[config.mk]
export PLATFORM = sky130hd
export DESIGN_NAME = edge_detect_mc
export DESIGN_NICKNAME = d
export VERILOG_FILES = /design/src/rtl/edge_detect_mc.sv
export SDC_FILE = /design/constraint.sdc
export NUM_CORES = 1
export LEC_CHECK = 0
export ABC_AREA = 1
export BUFFER_PORTS_ARGS = -buffer_cell sky130_fd_sc_hd__buf_4
export CORE_MARGIN = 1
export CORE_UTILIZATION = 38
export DETAILED_ROUTE_END_ITERATION = 7
export PLACE_DENSITY_LB_ADDON = 0.15
export SLEW_MARGIN = 0
export SYNTH_ARGS = -nofsm -noshare
export SYNTH_HDL_FRONTEND = slang
export SYNTH_SLANG_ARGS = --single-unit
[constraint.sdc]
create_clock -name clk -period 1.1 [get_ports clk]
set_clock_uncertainty 0.1 [all_clocks]
set_input_delay 0.22 -clock clk [delete_from_list [all_inputs] [get_ports clk]]
set_output_delay 0.22 -clock clk [all_outputs]
set_load 0.1 [all_outputs]
[src/rtl/edge_detect_mc.sv]
// edge_detect_mc
// Multi-channel edge detector for asynchronous or noisy single-bit inputs.
// Each channel goes through a synchroniser chain, then an optional glitch
// filter, then a pulse generator. Pulses set a per-channel sticky flag.
// The OR of all sticky flags drives a registered interrupt.
//
// Parameters
//   CH          number of independent channels (>=1)
//   SYNC_STAGES synchroniser depth per channel (>=2)
//   FILT_CYC    glitch-filter length in clk cycles, 0 = bypass (acts as 1)
//
// Ports
//   clk     single clock, all logic on posedge
//   rstn    asynchronous active-low reset
//   d       raw channel inputs, asynchronous to clk
//   mode    per channel [2i+1:2i]: 00 off, 01 rise, 10 fall, 11 both
//   clr     per-channel sticky clear, level-sensitive, synchronous
//   level   filtered, synchronised level of each channel
//   pulse   one-cycle registered edge pulse
//   sticky  latched event flag per channel
//   irq     registered OR of all sticky bits
module edge_detect_mc #(
  parameter int CH          = 4,
  parameter int SYNC_STAGES = 2,
  parameter int FILT_CYC    = 0
) (
  input  logic            clk,
  input  logic            rstn,
  input  logic [CH-1:0]   d,
  input  logic [2*CH-1:0] mode,
  input  logic [CH-1:0]   clr,
  output logic [CH-1:0]   level,
  output logic [CH-1:0]   pulse,
  output logic [CH-1:0]   sticky,
  output logic            irq
);

  localparam int N  = (FILT_CYC < 1) ? 1 : FILT_CYC;
  localparam int CW = $clog2(N + 1);
  localparam logic [CW-1:0] CNT_LAST = CW'(N - 1);
  localparam logic [CW-1:0] CNT_ONE  = CW'(1);

  logic [CH-1:0] sync;
  logic [CH-1:0] level_nxt;
  logic [CH-1:0] pulse_set;
  logic [CH-1:0] sticky_nxt;

  for (genvar i = 0; i < CH; i++) begin : g_ch
    logic [SYNC_STAGES-1:0] sync_ff;
    logic [CW-1:0]          filt_cnt;
    logic                   flip;

    always_ff @(posedge clk or negedge rstn) begin
      if (!rstn) begin
        sync_ff <= '0;
      end else begin
        sync_ff <= {sync_ff[SYNC_STAGES-2:0], d[i]};
      end
    end

    assign sync[i] = sync_ff[SYNC_STAGES-1];

    // Level follows sync only after N consecutive cycles of disagreement;
    // any agreement in between restarts the count.
    assign flip = (sync[i] != level[i]) && (filt_cnt == CNT_LAST);

    always_ff @(posedge clk or negedge rstn) begin
      if (!rstn) begin
        filt_cnt <= '0;
      end else if ((sync[i] == level[i]) || flip) begin
        filt_cnt <= '0;
      end else begin
        filt_cnt <= filt_cnt + CNT_ONE;
      end
    end

    assign level_nxt[i] = flip ? sync[i] : level[i];
    // sync carries the new level when flip is set: 1 means a rising edge.
    assign pulse_set[i] = flip & (sync[i] ? mode[2*i] : mode[2*i+1]);
  end

  // A new event outranks a clear in the same cycle so nothing is lost.
  always_comb begin
    sticky_nxt = (sticky & ~clr) | pulse_set;
  end

  always_ff @(posedge clk or negedge rstn) begin
    if (!rstn) begin
      level  <= '0;
      pulse  <= '0;
      sticky <= '0;
      irq    <= 1'b0;
    end else begin
      level  <= level_nxt;
      pulse  <= pulse_set;
      sticky <= sticky_nxt;
      irq    <= |sticky_nxt;
    end
  end

endmodule

## After elaboration in Yosys (flattened, before gate mapping)

Index checks and enable logic that the tools add are counted.
Widths: inputs -> output; s select.

| operators by class | value |
|---|---|
| bitwise gates (word level) | 11 |
| mux-type cells | 8 |
| add/sub/neg operators | 4 |
| reductions and logical operators | 9 |
| equality and inequality tests | 8 |

Operator list:

| operator | count |
|---|---|
| $mux 1 | 8 |
| $add 1x1->1 const B | 4 |
| $and 1x1->1 | 4 |
| $and 4x4->4 | 1 |
| $eq 1x1->1 | 4 |
| $logic_and 1x1->1 | 4 |
| $logic_or 1x1->1 | 4 |
| $ne 1x1->1 | 4 |
| $not 1->1 | 4 |
| $not 4->4 | 1 |
| $or 4x4->4 | 1 |
| $reduce_or 4->1 | 1 |

| word-level totals | value |
|---|---|
| output and inout port bits | 13 |
| register bits after elaboration | 25 |

## Depth between registers and ports, before layout

Gate-level depths: netlist (run 1).

| depth | value |
|---|---|
| depth in word-level cells | 5 |
| depth in mapped cells | 6 |
| gate-level depth less buffers | 6 |

## Worst setup path before layout (run 1)

OpenSTA, ideal clock, no wires.

| timing | value |
|---|---|
| path type | reg-to-reg |
| start | register level[3] |
| end | register irq |
| cell stages (with the launch flop) | 6 |
| arrival time | 1.365 ns |
| path slack | -0.483 ns |
| setup time | 0.119 ns |
| period minus slack after synthesis | 1.583 ns |
| path buffers | 0 |
| cell sequence | dfrtp_1 > nor2_1 > nand2_2 > nand3_2 > nor2_1 > nand2_1 |

| on the way | value |
|---|---|
| cells in the longest elaborated chain, start to end | 5 |

RTL lines:

| element | line | source |
|---|---|---|
| start, declared | 32 | `output logic [CH-1:0] level,` |
| start signal, assigned | 94 | `level <= level_nxt;` |
| $ne 1x1->1 | 65 | `assign flip = (sync[i] != level[i]) && (filt_cnt == CNT_LAST);` |
| $logic_and 1x1->1 | 65 |  |
| $and 1x1->1 | 79 | `assign pulse_set[i] = flip & (sync[i] ? mode[2*i] : mode[2*i+1]);` |
| $or 4x4->4 | 84 | `sticky_nxt = (sticky & ~clr) \| pulse_set;` |
| via sticky_nxt[3] | 46 | `logic [CH-1:0] sticky_nxt;` |
| $reduce_or 4->1 | 97 | `irq <= \|sticky_nxt;` |
| end signal, assigned | 97 |  |
| end, declared | 35 | `output logic irq` |

The timed path passes the listed nets, and every way through them passes these cells.
A chain may end at the register's enable or synchronous reset.

## Worst setup path after layout (run 1)

| timing | value |
|---|---|
| start | register level[2] |
| end | output port level[2] |

No word-level cell between the ends.

==> results.py, run 1 <==
metrics = {
    "run_status": {
        "status": "complete, but fails checks",
        "failed_checks": "negative setup slack",
    },
    "logic_synthesis": {
        "synth.top_cell.area_share_pct": 69.8,
        "synthTopCellsByArea": "dfrtp_1 (70%), nand3_2 (6.7%), nand2_1 (6.7%)",
        "synth.largest_area_cell": "dfrtp_1",
        "syn-mean-instance-area_sq_um": 11.1,
        "synth_warnings": 0,
        "ys_seq_area_share_pct": 69.8,
        "synth_cells": 81,
        "yosys.area_share.simple_pct": 21.6,
        "post_synth_num_cell_types": 9,
        "synthMuxAreaShare_pct": 0,
        "netlist_area_sq_um": 896,
        "synthAdderAreaFrac_pct": 0,
        "synth_top_family_by_area": "simple AND/OR/NAND/NOR gates",
        "synth_compound_area_share_pct": 2.23,
        "ys_ff_latch": 25,
        "synth_xor_area_share_pct": 0,
    },
    "place": {
        "hpwl_mm": 1.05,
        "globalplace.congestion": 0.674,
        "place_inst": 142,
        "io_buffers": 30,
    },
    "timing": {
        "fmax_mhz": 766,
        "hold_viol": 0,
        "fin_crit_sh_pct": 119,
        "setup-violations-final": 14,
        "rsz0062_at_grt": "true",
        "fin_ws_ns": -0.205,
        "min_period_ns": 1.31,
        "tns_ns": -2.02,
        "holdWs_ns": 0.0771,
        "drv_slew": 0,
    },
    "clocking": {
        "clockBufferDepth": 2,
        "numCtsBuffers": 3,
        "cts_tree": "done",
        "clk_latency_ns": 0.30,
        "path_clk_slew_ns": 0.12,
        "cts_num_sinks": 25,
        "htreeDepth": 1,
        "ctsRootBufferMaster": "clkbuf_4",
    },
    "worst_setup_path": {
        "ff2ff_path_depth": 7,
        "cp_cell_sequence": "buf_12",
        "cp_slowest_cell": "dfrtp_4",
        "worstReg2RegStart": "level[0]",
        "crit_family": "flip-flops",
        "cp-start-kind": "flop",
        "cp_max_fo": 2,
        "critPathMaxStageDelay_ns": 0.51,
        "critical_path_class": "reg2out",
        "rrSetupSlack_ns": -0.14,
        "cp.arrival_ns": 0.99,
        "required_ns": 0.78,
        "endpoint_kind": "output port",
        "regToRegEndpoint": "irq",
        "crit_buf_inv": 1,
        "crit_cells": 1,
    },
    "drt": {
        "dr.pass1.iters": 4,
        "drcViolationCount": 0,
        "avgViaCountPerCell": 4.20,
        "vias": 651,
        "wl_met1_um": 583,
        "drt_iter0_markers": 4,
        "post_drt_wl_per_cell_um": 9.34,
        "route.met2.wl_um": 773,
        "antenna_left": 0,
        "routed.top_layer": "met4",
        "dr_wl_met3_um": 66,
        "wl_mm": 1.45,
    },
    "die": {
        "rows": 17,
        "die_width_um": 50.6,
        "die_area_sq_mm": 0.00256,
        "die_y_um": 50.6,
        "io_pins": 31,
        "initial_core_util_pct": 40.5,
        "core_sq_mm": 0.00221,
    },
    "layout": {
        "syn_to_final_growth_pct": 60.2,
        "layout_commonest_cell": "buf_4",
        "drive_gt1_share_pct": 55.1,
        "n_antenna_cell": 0,
        "final_cell_mix": "buf_4 (20), nand2_1 (14), inv_1 (13), dfrtp_1 (13), dfrtp_2 (8)",
        "fill_cells": 186,
        "final-instance-count-excl-fill": 155,
        "fin_nets": 146,
    },
    "grt": {
        "grt.overflow.total": 0,
        "grt_pass1_vias": 657,
        "grt_max_degree": 26,
        "grt_first_pass_wirelength_mm": 2.43,
        "antenna_found_initial": 0,
        "grt_use_total_pct": 12.9,
    },
    "pwr": {
        "total_leakage_power_nw": 0.763,
        "powerDensity_mw_per_mm2": 1480,
        "power_mw": 2.12,
        "ir_drop_mv": 1.03,
    },
    "worst_hold_path": {
        "min_path_cells": 3,
        "hold_path_end": "pulse[3]",
        "holdCritStartpoint": "mode[7]",
        "worstHoldPathType": "in2reg",
    },
    "run": {
        "cap_violations": 0,
    },
}
-- flip-flops by register name, indices dropped and copies added (netlist names) --
signal,count
g_ch.filt_cnt,4
g_ch.sync_ff,8
irq,1
level,4
pulse,4
sticky,4
-- routing by layer --
metal	GRT usage, %	up-vias
met5	0	-
met4	5.56	0
met3	2.73	2
met2	23.6	16
met1	14.4	307
li1	-	326
-- synth_stat cells --
| library cell | n |
|---|---|
| dfrtp_1 | 25 |
| nand2_2 | 5 |
| nor2_1 | 8 |
| inv_1 | 14 |
| a21oi_1 | 4 |
| conb_1 | 1 |
| nor2_2 | 2 |
| nand3_2 | 6 |
| nand2_1 | 16 |
-- final cells by class --
cell class	count	area (sq um)	area share, %
sequential	25	651	45.3
clock buffer	4	26.3	1.83
inverter	14	52.6	3.66
multi-input combinational	45	256	17.9
timing repair buffer	39	414	28.9
tap	28	35.0	2.44
-- through the flow --
stage                     setup WS, ns  util [%]  area, sq um
final                           -0.205      64.9         1440
after global routing            -0.247      64.9         1440
after CTS                       -0.219      63.2         1400
after detailed placement      -0.00376      53.9         1190
after global placement          0.0200      53.9         1190
after floorplan                 -0.115         -          932
-- power breakdown --
group | total [mW] | internal (mW) | switching (mW) | leakage [nW]
Clock | 0.374 | 0.141 | 0.233 | 0.0150
Sequential | 1.05 | 0.998 | 0.0517 | 0.287
Combinational | 0.696 | 0.242 | 0.454 | 0.460
Total | 2.12 | 1.38 | 0.738 | 0.763
-- worst reg2reg max path: stages, from the launching register on --
cell     delay [ns]
dfrtp_4        0.51
buf_4          0.15
nand2_1        0.06
inv_1          0.04
nand2_2        0.06
nand3_2        0.07
nor2_1         0.10
nand2_1        0.05
-- repair_timing --
item	CTS	global route
hold buffers	5	0
setup buffers	4	0
setup endpoints to repair	14	22
hold endpoints to repair	29	0
gates resized for setup	25	12
-- kinds of logic after synthesis --
family          count (synthesis)
simple gates                   37
compound gates                  4
buf+inv                        14
flops                          25
other cells                     1
-- worst max-delay path by stage --
| stage | slack [ns] | from | to |
|---|---|---|---|
| 6_report | -0.21 | level[2] | level[2] |
| 3_5_place_dp | -0.004 | level[0] | irq |
| 2_1_floorplan | -0.12 | level[1] | irq |
| 3_3_place_gp | 0.02 | level[0] | irq |
| 5_1_grt | -0.25 | level[2] | level[2] |
| 4_1_cts | -0.22 | level[2] | level[2] |
No activity file was read; power rests on OpenSTA's default activity.
==> run 2, diff against run 1 <==
Settings changed: CELL_PAD_IN_SITES_DETAIL_PLACEMENT set to 1, CELL_PAD_IN_SITES_GLOBAL_PLACEMENT set to 1, CORE_UTILIZATION 38 to 36.
==> results.py, run 2 (synthesis results as in run 1) <==
metrics = {
    "timing": {
        "fmax_mhz": 750,
        "rsz0062_at_grt": "true",
        "drv_slew": 0,
        "hold_viol": 0,
        "fin_ws_ns": -0.234,
        "holdWs_ns": 0.0554,
        "fin_crit_sh_pct": 121,
        "setup-violations-final": 16,
        "min_period_ns": 1.33,
        "tns_ns": -2.59,
    },
    "layout": {
        "syn_to_final_growth_pct": 65.6,
        "n_antenna_cell": 0,
        "top_register": "g_ch.sync_ff",
        "drive_gt1_share_pct": 58.5,
        "final_cell_mix": "buf_4 (20), nand2_1 (13), dfrtp_1 (13), inv_1 (12)",
        "fin_nets": 149,
        "fill_cells": 250,
        "layout_commonest_cell": "buf_4",
        "largest_reg_flops": 8,
    },
    "worst_setup_path": {
        "cp_max_fo": 2,
        "cp_cell_sequence": "buf_12",
        "crit_buf_inv": 1,
        "crit_family": "flip-flops",
        "cp.arrival_ns": 1.01,
        "critical_path_class": "reg2out",
        "worstReg2RegStart": "level[0]",
        "regToRegEndpoint": "irq",
        "cp_slowest_cell": "dfrtp_4",
        "rrSetupSlack_ns": -0.13,
        "ff2ff_path_depth": 7,
        "required_ns": 0.78,
        "cp-start-kind": "flop",
        "critPathMaxStageDelay_ns": 0.52,
        "endpoint_kind": "output port",
    },
    "place": {
        "post-place-ws_ns": -0.00951,
        "globalplace.congestion": 0.677,
        "io_buffers": 30,
        "hpwl_mm": 1.27,
    },
    "pwr": {
        "p_comb_share_pct": 33.5,
        "total_leakage_power_nw": 0.783,
        "ir_drop_mv": 0.945,
        "clock_power_share_pct": 18.5,
        "internal_power_mw": 1.40,
        "pwr-share-seq_pct": 47.9,
        "p_sw_share_pct": 36.4,
        "powerDensity_mw_per_mm2": 1490,
        "p_sw_uw": 803,
    },
    "clocking": {
        "htreeDepth": 1,
        "cts_tree": "done",
        "clockBufferDepth": 2,
        "numCtsBuffers": 3,
        "ctsRootBufferMaster": "clkbuf_4",
        "clk_latency_ns": 0.32,
        "path_clk_slew_ns": 0.13,
        "cts_num_sinks": 25,
    },
    "drt": {
        "antenna_left": 0,
        "drcViolationCount": 0,
        "drt_iter0_markers": 0,
        "vias": 707,
        "dr.pass1.iters": 1,
        "avgViaCountPerCell": 4.47,
        "wl_mm": 2.07,
        "post_drt_wl_per_cell_um": 13.1,
    },
    "die": {
        "initial_core_util_pct": 39.4,
        "rows": 17,
        "io_pins": 31,
        "die_width_um": 51.9,
        "core_sq_mm": 0.00228,
        "die_area_sq_mm": 0.00269,
        "die_y_um": 51.9,
    },
    "run": {
        "cap_violations": 0,
    },
    "worst_hold_path": {
        "min_path_cells": 3,
        "worstHoldPathType": "in2reg",
        "hold_path_end": "pulse[3]",
        "holdCritStartpoint": "mode[7]",
    },
    "run_status": {
        "status": "complete, but fails checks",
        "failed_checks": "negative setup slack",
    },
    "grt": {
        "grt_max_degree": 26,
        "grt.overflow.total": 0,
        "grt_use_total_pct": 16.7,
        "grt_first_pass_wirelength_mm": 3.10,
        "antenna_found_initial": 0,
        "grt_pass1_vias": 751,
    },
}
[run 2: changes by cell type in the layout (fill, tap and decap cells not counted), sizes merged]
cell,change
buf,+3
clkbuf,-1
clkinv,+1
[run 2: power groups by stage]
stage | sequential, mW | combinational, mW | clock [mW]
detailed placement | 1.06 | 0.569 | 0
finish | 1.06 | 0.740 | 0.409
global placement | 1.05 | 0.561 | 0
global route | 1.07 | 0.771 | 0.462
CTS | 1.05 | 0.682 | 0.432
floorplan | 1.39 | 0.0758 | 0
[run 2: worst max-delay path by stage]
stage	startpoint	to	slack, ns	depth (start not counted)
final	level[2]	level[2]	-0.23	1
after global routing	level[3]	level[3]	-0.28	1
after CTS	level[2]	level[2]	-0.26	1
after detailed placement	level[1]	irq	-0.01	6
after global placement	level[1]	irq	0.01	6
after floorplan	level[1]	irq	-0.12	6
[run 2: layout make-up]
cell class / count / area [sq um] / area share [%]
flip-flops and latches: 25 / 651 / 43.8
repair buffers: 42 / 459 / 30.9
multi-input cells: 45 / 259 / 17.5
inverters: 14 / 52.6 / 3.54
well taps: 28 / 35.0 / 2.36
clock buffers: 3 / 22.5 / 1.52
clock inverters: 1 / 5.00 / 0.337
[run 2: per-stage QoR]
stage / instance area (sq um) / cells / power, mW / util, %
2_1_floorplan: 932 / 84 / 1.46 / -
3_3_place_gp: 1190 / 142 / 1.61 / 52.4
3_5_place_dp: 1190 / 142 / 1.63 / 52.4
4_1_cts: 1400 / 156 / 2.16 / 61.7
5_1_grt: 1480 / 158 / 2.30 / 65.2
6_report: 1480 / 158 / 2.21 / 65.2
[run 2: worst register-to-register path: cells and delay by family (launching register included)]
| kind | cells | cell delay (ns) |
|---|---|---|
| buffers and inverters | 2 | 0.17 |
| and+or+nand+nor | 5 | 0.35 |
| DFF | 1 | 0.52 |
[run 2: repair_timing]
action,in CTS,in global routing
pin swaps,2,4
setup endpoints to repair,14,22
gates resized for setup,25,20
hold endpoints to repair,29,0
hold buffers,5,0
setup buffers,5,2
[run 2: layer usage]
layer	GRT usage (%)	share of wire, %	vias up
li1	-	-	333
met1	19.0	39	343
met2	29.3	55	26
met3	3.80	4.5	5
met4	8.11	1.7	0
met5	0	0	-
==> run 3, diff against run 2 <==
Settings changed: REMOVE_ABC_BUFFERS set to 1.
==> results.py, run 3 (synthesis results as in run 1) <==
metrics = {
    "run_status": {
        "status": "complete, but fails checks",
        "failed_checks": "negative setup slack",
    },
    "layout": {
        "fin_area_sq_mm": 0.00142,
        "final_cell_mix": "dfrtp_1 (25), buf_4 (22), nand2_1 (15), inv_1 (14)",
        "largest_reg_flops": 8,
        "syn_to_final_growth_pct": 58.7,
        "multi_input_comb_area_sq_um": 231,
        "seq_area_sq_um": 626,
        "layout_commonest_cell": "dfrtp_1",
        "fin_nets": 147,
        "final_core_util_pct": 62.5,
        "top_register": "g_ch.sync_ff",
        "n_antenna_cell": 0,
        "drive_gt1_share_pct": 40.6,
        "fill_cells": 259,
    },
    "grt": {
        "grt.overflow.total": 0,
        "grt_max_degree": 26,
        "antenna_found_initial": 0,
        "grt_use_total_pct": 15.0,
        "grt_first_pass_wirelength_mm": 2.92,
        "grt_pass1_vias": 733,
    },
    "pwr": {
        "ir_drop_mv": 1.01,
        "powerDensity_mw_per_mm2": 1490,
        "total_leakage_power_nw": 0.787,
        "power_mw": 2.12,
    },
    "place": {
        "placed_cell_area_sq_mm": 0.00117,
        "hpwl_mm": 1.25,
        "globalplace.congestion": 0.668,
        "io_buffers": 30,
    },
    "worst_setup_path": {
        "critPathMaxStageDelay_ns": 0.44,
        "regToRegEndpoint": "irq",
        "crit_cells": 1,
        "crit_buf_inv": 1,
        "cp.arrival_ns": 0.91,
        "critical_path_class": "reg2out",
        "endpoint_kind": "output port",
        "cp_slowest_cell": "dfrtp_1",
        "crit_path_start": "sticky[3]",
        "cp_cell_sequence": "buf_12",
        "rrSetupSlack_ns": -0.06,
        "ff2ff_path_depth": 7,
        "required_ns": 0.78,
        "cp_max_fo": 2,
        "cp-endpoint": "sticky[3]",
        "crit_family": "flip-flops",
        "cp-start-kind": "flop",
        "worstReg2RegStart": "level[1]",
    },
    "clocking": {
        "clockBufferDepth": 2,
        "htreeDepth": 1,
        "cts_num_sinks": 25,
        "numCtsBuffers": 3,
        "cts_tree": "done",
        "clk_latency_ns": 0.29,
        "ctsRootBufferMaster": "clkbuf_4",
        "path_clk_slew_ns": 0.12,
    },
    "timing": {
        "min_period_ns": 1.23,
        "fmax_mhz": 810,
        "setup-violations-final": 14,
        "rsz0062_at_grt": "true",
        "drv_slew": 0,
        "fin_crit_sh_pct": 112,
        "fin_ws_ns": -0.135,
        "hold_viol": 0,
    },
    "die": {
        "io_pins": 31,
        "die_area_sq_mm": 0.00269,
        "die_width_um": 51.9,
        "core_sq_mm": 0.00228,
        "rows": 17,
        "die_y_um": 51.9,
        "initial_core_util_pct": 39.4,
    },
    "drt": {
        "dr.pass1.iters": 1,
        "drcViolationCount": 0,
        "avgViaCountPerCell": 4.41,
        "antenna_left": 0,
        "post_drt_wl_per_cell_um": 11.0,
        "wl_mm": 1.71,
        "vias": 688,
        "drt_iter0_markers": 0,
    },
    "worst_hold_path": {
        "worstHoldPathType": "in2reg",
    },
    "run": {
        "cap_violations": 0,
    },
}
run 3: layer usage:
| layer | part of all wire [%] | global-route usage [%] |
|---|---|---|
| met1 | 38 | 16.6 |
| met2 | 57 | 28.8 |
| met3 | 4.0 | 2.63 |
| met4 | 0.58 | 4.05 |
| met5 | 0 | 0 |
run 3: power breakdown:
| part | internal [mW] | total [mW] | switching (mW) |
|---|---|---|---|
| sequential | 0.986 | 1.04 | 0.0560 |
| clock | 0.141 | 0.371 | 0.230 |
| combinational | 0.259 | 0.710 | 0.451 |
| total | 1.38 | 2.12 | 0.738 |
run 3: final cells by class:
cell class / instances / share of cell area [%]
tap: 28 / 2.46
timing repair buffer: 40 / 31.7
inverter: 14 / 3.70
clock buffer: 4 / 1.85
sequential: 25 / 44.0
multi-input combinational: 45 / 16.3
run 3: how the worst min path moves through the flow:
stage,endpoint,slack [ns],cells after the start,from
3_3_place_gp,g_ch[1].sync_ff[1],0.04,1,rstn
5_1_grt,pulse[2],0.06,3,mode[5]
4_1_cts,pulse[2],0.07,3,mode[5]
6_report,pulse[2],0.07,3,mode[5]
2_1_floorplan,g_ch[0].filt_cnt,-0.18,0,rstn
3_5_place_dp,g_ch[1].sync_ff[0],0.03,1,rstn
run 3: metrics by stage:
stage	cells	setup TNS (ns)	hold slack (ns)	worst slack, ns
detailed placement	142	0	0.0341	0.0347
finish	156	-1.55	0.0736	-0.135
floorplan	84	-5.78	-0.176	-0.483
global route	156	-2.15	0.0598	-0.175
CTS	156	-1.75	0.0716	-0.146
global placement	142	0	0.0372	0.0475
run 3: timing repair:
| item | CTS | global route |
|---|---|---|
| pin swaps | 2 | 0 |
| endpoints found under the setup margin | 13 | 14 |
| buffers inserted | 5 | 0 |
| hold buffers | 5 | 0 |
| gates resized for setup | 32 | 3 |
| hold endpoints to repair | 29 | 0 |
